--- config.mk ---
export PLATFORM = sky130hd
export DESIGN_NAME = bp_fe_fetch_queue
export DESIGN_NICKNAME = d
export VERILOG_FILES = /design/src/rtl/bp_fe_fetch_queue.sv
export SDC_FILE = /design/constraint.sdc
export NUM_CORES = 1
export LEC_CHECK = 0
export CAP_MARGIN = 30
export CORE_MARGIN = 2
export CORE_UTILIZATION = 45
export DETAILED_ROUTE_END_ITERATION = 16
export GPL_TIMING_DRIVEN = 0
export PLACE_DENSITY = 0.66
export RECOVER_POWER = 100
export SKIP_CTS_REPAIR_TIMING = 1
export SLEW_MARGIN = 10
export SYNTH_ARGS = -nofsm -noshare
export SYNTH_HDL_FRONTEND = slang
export SYNTH_SLANG_ARGS = --single-unit
--- constraint.sdc ---
create_clock -name clk_i -period 6.05 [get_ports clk_i]
set_input_delay 0.605 -clock clk_i [delete_from_list [all_inputs] [get_ports clk_i]]
set_output_delay 0.605 -clock clk_i [all_outputs]
set_load 0.03 [all_outputs]
--- src/rtl/bp_fe_fetch_queue.sv ---
// FE output queue with per-fetch slot credits, flush and exception halt.
// Ports: clk_i/reset_i/flush_i, issue_v_i/issue_ready_o, enq_*_i, deq_*_o/deq_yumi_i.
module bp_fe_fetch_queue #(
  parameter int vaddr_width_p = 39,
  parameter int instr_width_p = 32,
  parameter int fetch_width_p = 2,
  parameter int els_p = 4,
  parameter int branch_metadata_fwd_width_p = 36
) (
  input  logic clk_i,
  input  logic reset_i,
  input  logic flush_i,
  input  logic issue_v_i,
  output logic issue_ready_o,
  input  logic enq_v_i,
  input  logic enq_drop_i,
  input  logic enq_exception_i,
  input  logic [1:0] enq_ecode_i,
  input  logic [vaddr_width_p-1:0] enq_pc_i,
  input  logic [fetch_width_p*instr_width_p-1:0] enq_instr_i,
  input  logic [$clog2(fetch_width_p+1)-1:0] enq_count_i,
  input  logic [branch_metadata_fwd_width_p-1:0] enq_metadata_i,
  output logic deq_v_o,
  input  logic deq_yumi_i,
  output logic [vaddr_width_p-1:0] deq_pc_o,
  output logic [instr_width_p-1:0] deq_instr_o,
  output logic deq_exception_o,
  output logic [1:0] deq_ecode_o,
  output logic [branch_metadata_fwd_width_p-1:0] deq_metadata_o
);

  localparam int CW = $clog2(els_p+1);
  localparam int PW = $clog2(els_p);
  localparam int NW = $clog2(fetch_width_p+1);
  localparam int SW = (fetch_width_p > 1) ?
                      $clog2(fetch_width_p) : 1;
  localparam int VW = vaddr_width_p;
  localparam int IW = instr_width_p;
  localparam int MW = branch_metadata_fwd_width_p;

  typedef enum logic {e_wait, e_run} state_e;

  state_e r_state;
  state_e w_state_n;

  logic [CW-1:0] r_stored;
  logic [CW-1:0] r_out;
  logic [PW-1:0] r_rd;
  logic [PW-1:0] r_wr;
  logic [SW-1:0] r_sub;

  logic [VW-1:0] r_pc [els_p];
  logic [fetch_width_p*IW-1:0] r_instr [els_p];
  logic [NW-1:0] r_cnt [els_p];
  logic r_exc [els_p];
  logic [1:0] r_ecode [els_p];
  logic [MW-1:0] r_meta [els_p];

  logic [CW:0] w_used;
  logic w_room;
  logic w_issue;
  logic w_ret;
  logic w_wr;
  logic w_yumi;
  logic w_last;
  logic w_pop;
  logic [NW-1:0] w_sub_p1;

  // Stored entries plus in-flight fetches may not exceed capacity.
  assign w_used = {1'b0, r_stored} + {1'b0, r_out};
  assign w_room = w_used < (CW+1)'(els_p);

  assign w_issue = issue_v_i & issue_ready_o;
  assign w_ret = enq_v_i | enq_drop_i;
  assign w_wr = enq_v_i & ~flush_i;
  assign w_yumi = deq_yumi_i & deq_v_o;
  assign w_sub_p1 = NW'(r_sub) + NW'(1);
  assign w_last = (w_sub_p1 == r_cnt[r_rd]);
  assign w_pop = w_yumi & w_last;

  always_ff @(posedge clk_i) begin
    if (reset_i) r_state <= e_wait;
    else r_state <= w_state_n;
  end

  // Flush wins over an exception landing in the same cycle.
  always_comb begin
    w_state_n = r_state;
    if (flush_i) w_state_n = e_run;
    else if (enq_v_i & enq_exception_i)
      w_state_n = e_wait;
  end

  always_comb begin
    issue_ready_o = (r_state == e_run) & ~flush_i & w_room;
  end

  always_ff @(posedge clk_i) begin
    if (reset_i) begin
      r_stored <= '0;
      r_out <= '0;
      r_rd <= '0;
      r_wr <= '0;
      r_sub <= '0;
    end else begin
      // Credits survive a flush; the producer still returns them.
      r_out <= r_out + CW'(w_issue) - CW'(w_ret);
      if (flush_i) begin
        r_stored <= '0;
        r_rd <= '0;
        r_wr <= '0;
        r_sub <= '0;
      end else begin
        r_stored <= r_stored + CW'(w_wr) - CW'(w_pop);
        if (w_wr) r_wr <= r_wr + PW'(1);
        if (w_pop) begin
          r_rd <= r_rd + PW'(1);
          r_sub <= '0;
        end else if (w_yumi) begin
          r_sub <= r_sub + SW'(1);
        end
      end
    end
  end

  always_ff @(posedge clk_i) begin
    if (w_wr) begin
      r_pc[r_wr] <= enq_pc_i;
      r_instr[r_wr] <= enq_instr_i;
      r_cnt[r_wr] <= enq_exception_i ? NW'(1) : enq_count_i;
      r_exc[r_wr] <= enq_exception_i;
      r_ecode[r_wr] <= enq_ecode_i;
      r_meta[r_wr] <= enq_metadata_i;
    end
  end

  always_comb begin
    deq_v_o = (r_stored != '0) & ~flush_i;
    deq_pc_o = r_pc[r_rd] + VW'({r_sub, 2'b00});
    deq_instr_o = r_instr[r_rd][int'(r_sub)*IW +: IW];
    deq_exception_o = r_exc[r_rd];
    deq_ecode_o = r_ecode[r_rd];
    deq_metadata_o = r_meta[r_rd];
  end

  always_ff @(posedge clk_i) begin
    if (!reset_i) begin
      assert (!(enq_v_i && enq_drop_i));
      assert (!(w_ret && (r_out == '0)));
    end
  end

endmodule
Word-level counts from Yosys, hierarchy flattened. Memories as Yosys holds them, arrays and structs flattened. A register that Yosys moved wholly into a read port is not among the register bits. Index checks and enable logic that the tools add are counted.

Add/sub/neg operators: 10. Multiply operators: 0. Div/mod/pow operators: 0. Magnitude comparators: 1. Equality and inequality tests: 1. Shift operators: 1. Mux-type cells: 17. Bitwise logic cells: 10. Reduce and logical (&&, ||, !) cells: 4.

Operators by type and width (count): 64-bit by 7-bit indexed part select with 32-bit output (1); 39-bit by 3-bit adder with 39-bit output (1); 2-bit 2-to-1 mux (13); 1-bit AND (8); 3-bit by 1-bit adder with 3-bit output (2); 3-bit by 1-bit subtractor with 3-bit output (2); 2-bit by 1-bit adder with 2-bit output, second input constant (2); 3-bit by 3-bit adder with 4-bit output (1); 4-bit by 3-bit less-than comparator with 1-bit output, second input constant (1); 1-bit 2-to-1 mux (4); 3-bit nonzero test (1); 3-bit OR reduction (1); 1-bit by 1-bit adder with 2-bit output, second input constant (1); 2-bit == test (1); 2-bit nonzero test (1); 2-bit OR reduction (1); 1-bit adder, second input constant (1); 1-bit NOT (1); 1-bit bitwise OR (1).

Bits in registers: 12. Bits in latches: 0. RAM bits: 576. Memory bits (read-only): 0. Input port bits: 151. Output and inout bits: 112. Logic and storage cells: 56. Memories: 6.

Memories: r_instr (depth 4, bits a word 64, rd ports 1, clocked after Yosys merged registers in 1, wr ports 1, RTL line 53) `logic [fetch_width_p*IW-1:0] r_instr [els_p];`; r_pc (depth 4, bits a word 39, rd ports 1, clocked after Yosys merged registers in 1, wr ports 1, RTL line 52) `logic [VW-1:0] r_pc [els_p];`; r_meta (depth 4, bits a word 36, rd ports 1, clocked after Yosys merged registers in 1, wr ports 1, RTL line 57) `logic [MW-1:0] r_meta [els_p];`; r_cnt (depth 4, bits a word 2, rd ports 1, clocked after Yosys merged registers in 1, wr ports 1, RTL line 54) `logic [NW-1:0] r_cnt [els_p];`; r_ecode (depth 4, bits a word 2, rd ports 1, clocked after Yosys merged registers in 1, wr ports 1, RTL line 56) `logic [1:0] r_ecode [els_p];`; r_exc (depth 4, bits a word 1, rd ports 1, clocked after Yosys merged registers in 1, wr ports 1, RTL line 55) `logic r_exc [els_p];`.

Depth between registers and ports, before layout.
Word-level depth: 6. Gate-level depth with buffers: 14. Gate-level depth less buffers: 12.

Worst setup path after synthesis. OpenSTA, ideal clock, no wires.

Path type: input to register. Start point: input port enq_v_i. End point: memory r_cnt[0][0] (netlist bit), enable pin. Library setup time: 0.521 ns. Data arrival time: 4.153 ns. Data required time: 5.529 ns. Slack: 1.376 ns. Cell stages on the path: 2. Buffers on the path: 0. Cells stage by stage: nor2b_1 -> and2_1.

Word-level cells in the longest chain between the ends: 3.

RTL lines: start: declaration (RTL line 15) `input logic enq_v_i,`; 1-bit AND (RTL line 75) `assign w_wr = enq_v_i & ~flush_i;`; 1-bit 2-to-1 mux (RTL line 127) `if (w_wr) begin`; 1-bit 2-to-1 mux (RTL line 130) `r_cnt[r_wr] <= enq_exception_i ? NW'(1) : enq_count_i;`; end: declaration (RTL line 54).

Every way passes these cells.

==> qor.csv <==
stage,metric,value,unit
worst_setup_path,critical path startpoint category,register,
min_path,Min-Delay Path Class,reg2reg,
logic_synthesis,synthesized area per cell,23.1,um^2
sta,Final WS setup,0.335,ns
sta,Min Hold Slack,0.502,ns
place,GP Congestion,0.800,
sta,setup violators final,0,
floorplanning,Core Box Area,50100,um^2
place,hpwl dp,28900,um
place,Placed Cells,1932,
cells_and_area,Layout Cells excl Fill,2045,
worst_setup_path,cell family with most CP delay,buffers and inverters,
cts,root buf cell,clkbuf_16,
global_routing,initial antenna violation count,13,
place,post-place setup slack,0.377,ns
floorplanning,die width,229,um
route,total wire length,45800,um
worst_setup_path,Critical Path AT,5.11,ns
status,outcome,finished with violations,
worst_setup_path,Setup CP Type,reg2out,
global_routing,grt ovf,0,
sta,minimum clock period,5.71,ns
worst_setup_path,CP bufs+invs,7,
route,Remaining DRCs,0,
route,via/cell ratio,5.28,
logic_synthesis,syn_nets,1150,
cts,clock latency on the worst-skew pair,0.61,ns
min_path,hold path depth,2,
floorplanning,Row Count,82,
logic_synthesis,synthesized cell area,22700,um^2
global_routing,Total GRT Usage,17.6,%
sta,final number of max-transition violations,364,
global_routing,largest net degree at the start of global routing,52,
route,Routed Antenna Nets,0,
route,initial DRC count,779,
job,Max-Cap Viols,11,
worst_setup_path,RR Startpoint,r_wr[0],
logic_synthesis,sequential share of the synthesized area,77.3,%
power_and_ir_drop,leakage power,8.92,nW
logic_synthesis,Yosys cell types,41,
floorplanning,io pins,263,
worst_setup_path,CP Max Fanout,19,
cts,CTS tree,done,
sta,RSZ-0062 raised after global routing,false,
cts,TritonCTS Sinks,590,
worst_setup_path,slowest CP cell,dlygate4sd3_1,
worst_setup_path,reg-to-reg setup timing slack,1.25,ns
logic_synthesis,Synth async-reset ratio,0,%
sta,worst clock skew,0.0182,ns
sta,Final period util,94.5,%
global_routing,vias in the first global route,11400,
sta,Final Hold Fails,0,
global_routing,global-route wire length before repair,69600,um
logic_synthesis,Post-synth EDFFs,576,
place,buffers added on ports,262,
sta,slew margin rel.,-119,%
floorplanning,Die Area,52400,um^2
power_and_ir_drop,maximum vdd drop,0.212,mV
floorplanning,Die Y,229,um
power_and_ir_drop,overall power,8.55,mW
sta,FMAX,175,MHz
sta,setup_tns,0,ns
worst_setup_path,"Cell Chain, Critical Path",buf_4 > buf_6 > buf_2 > buf_2 > clkbuf_4 > mux4_2 > ha_1 > nand2_1 > o2bb2ai_1 > and4_1 > clkbuf_2 > nand4_1 > xnor2_1 > dlygate4sd3_1,
sta,worst-margin pin slew,3.28,ns
cells_and_area,area delta synth->final,24.1,%
floorplanning,initial core utilization,45.4,%
min_path,hold endpoint,r_state,
cts,H-tree levels,2,
cells_and_area,nets@finish,1485,
route,vias,10800,
min_path,Worst Min Path Start,r_state,
worst_setup_path,Crit path top cell by count,buf_2,
power_and_ir_drop,pwr dens,303,nW/um^2
logic_synthesis,Syn. warnings,0,
route,first-pass iteration count of the detailed router,5,
logic_synthesis,predominant post-synthesis flop cell,edfxtp_1,
cts,CTS Buf Count,60,
worst_setup_path,Required @ worst endpoint,5.44,ns
worst_setup_path,reg2reg end,r_instr[2][29],
status,failing checks,"capacitance limit, slew limit",
cells_and_area,ratio of cells with drive above 1 in the final layout,21.0,%
cts,Clock Path Buffers,3,
route,WL per Instance,22.4,um
worst_setup_path,R2R cell count,5,
worst_setup_path,crit path capture type,output port,
cts,clk slew on worst S/H paths,0.06,ns
worst_setup_path,"slowest stage delay, CP",0.77,ns
logic_synthesis,"FF+latch count, synth",590,
logic_synthesis,Post-Synthesis Cells,985,
==> per-layer routing <==
layer  global-route usage, %  part of all wire, %  vias up
li1                        -                    -     4827
met1                    23.8                   42     5613
met2                    28.8                   50      284
met3                    4.07                  5.8       72
met4                    4.87                  1.8        6
met5                   0.735                0.092        -
==> cell usage after synthesis (all sizes together), types with 2 or more instances <==
cell    count  area [um^2]
a21oi       3         15.0
and2       12         75.1
and3        8         51.3
and4        9         81.3
buf        29          199
clkbuf     13         51.3
dfxtp      14          280
edfxtp    576        17300
fa          2         40.0
ha         12          150
inv         9         33.8
mux2       33          372
mux2i       2         20.0
mux4      143         3270
nand2      14         52.6
nand3      14         70.1
nand3b      2         15.0
nand4      11         83.8
nor2       11         41.3
nor2b       4         25.0
nor3        9         45.0
nor4        4         37.5
or2         3         18.8
xnor2      28          245
xor2       14          123
==> worst reg2reg max path, cell delays in order, from the launching register on <==
cell and delay, ns:
dfxtp_1 0.35, inv_1 0.09, ha_1 0.15, and2_2 0.13, clkbuf_1 2.25, clkbuf_2 1.41
==> worst max path at each step <==
stage / endpoint / slack (ns) / depth (start not counted)
after floorplan: r_cnt[0][0] / 1.38 / 2
after global placement: r_instr[3][2] / -2.16 / 3
after detailed placement: deq_pc_o[31] / 0.38 / 14
after CTS: deq_pc_o[31] / -0.28 / 14
after global routing: deq_pc_o[19] / 0.11 / 14
final: deq_pc_o[19] / 0.34 / 14
==> stage by stage <==
step | utilization [%] | instance area (um^2)
CTS | 56.8 | 28500
global placement | 52.4 | 26200
detailed placement | 53.1 | 26600
global route | 56.4 | 28200
floorplan | - | 22700
finish | 56.4 | 28200
==> area by class of cell <==
type / count / area [um^2]
Buffer: 40 / 238
Clock inverter: 27 / 255
Multi-Input combinational cell: 344 / 4880
Inverter: 9 / 33.8
Antenna cell: 8 / 20.0
Sequential cell: 590 / 17600
Clock buffer: 80 / 1640
Fill cell: 3837 / 21800
Tap cell: 672 / 841
Timing Repair Buffer: 275 / 2750
==> registers in the layout, summed over array words and instances (netlist names), named ones only <==
register and cells:
r_pc 156, r_meta 144, r_sub 1, r_stored 3
r_rd 2, r_exc 4, r_instr 256, r_ecode 8
r_out 3, r_cnt 8, r_state 1, r_wr 2
==> cell usage in the layout (no fill, tap or decap), drive strengths merged <==
master         Yosys  routed
dfxtp             14      14
nor2              11      11
edfxtp           576     576
or3b               1       1
xnor2             28      28
nor3               9       9
inv                9      12
o2bb2ai            1       1
nor3b              1       1
clkinvlp           0       2
a21bo              1       1
xor2              14      14
nand4             11      11
nor4               4       4
mux2i              2       2
a21oi              3       3
fa                 2       2
nor2b              4       4
a21boi             1       1
or2                3       3
nand2             14      14
buf               29      25
and3               8       8
mux2              33      33
diode              0       8
mux4             143     143
bufinv             0       4
a31oi              1       1
nand3b             2       2
clkbuf            13     108
nand3             14      14
and2              12      12
dlygate4sd3        0     243
clkinv             0      18
and4               9       9
clkdlybuf4s50      0      19
ha                12      12
==> power breakdown <==
group | switching, mW | leakage [nW] | internal, mW
registers | 0.0187 | 5.35 | 4.57
clock network | 1.48 | 0.920 | 2.06
logic | 0.226 | 2.65 | 0.190
==> cell families after synthesis <==
family	after synthesis	share of synthesized area [%]
fa+ha+maj	14	0.836
mux	178	16.1
buf+inv	51	1.25
simple gates	103	2.70
compound gates	7	0.259
flops	590	77.3
xor+xnor	42	1.62
Power figures use the tool's default switching activity.
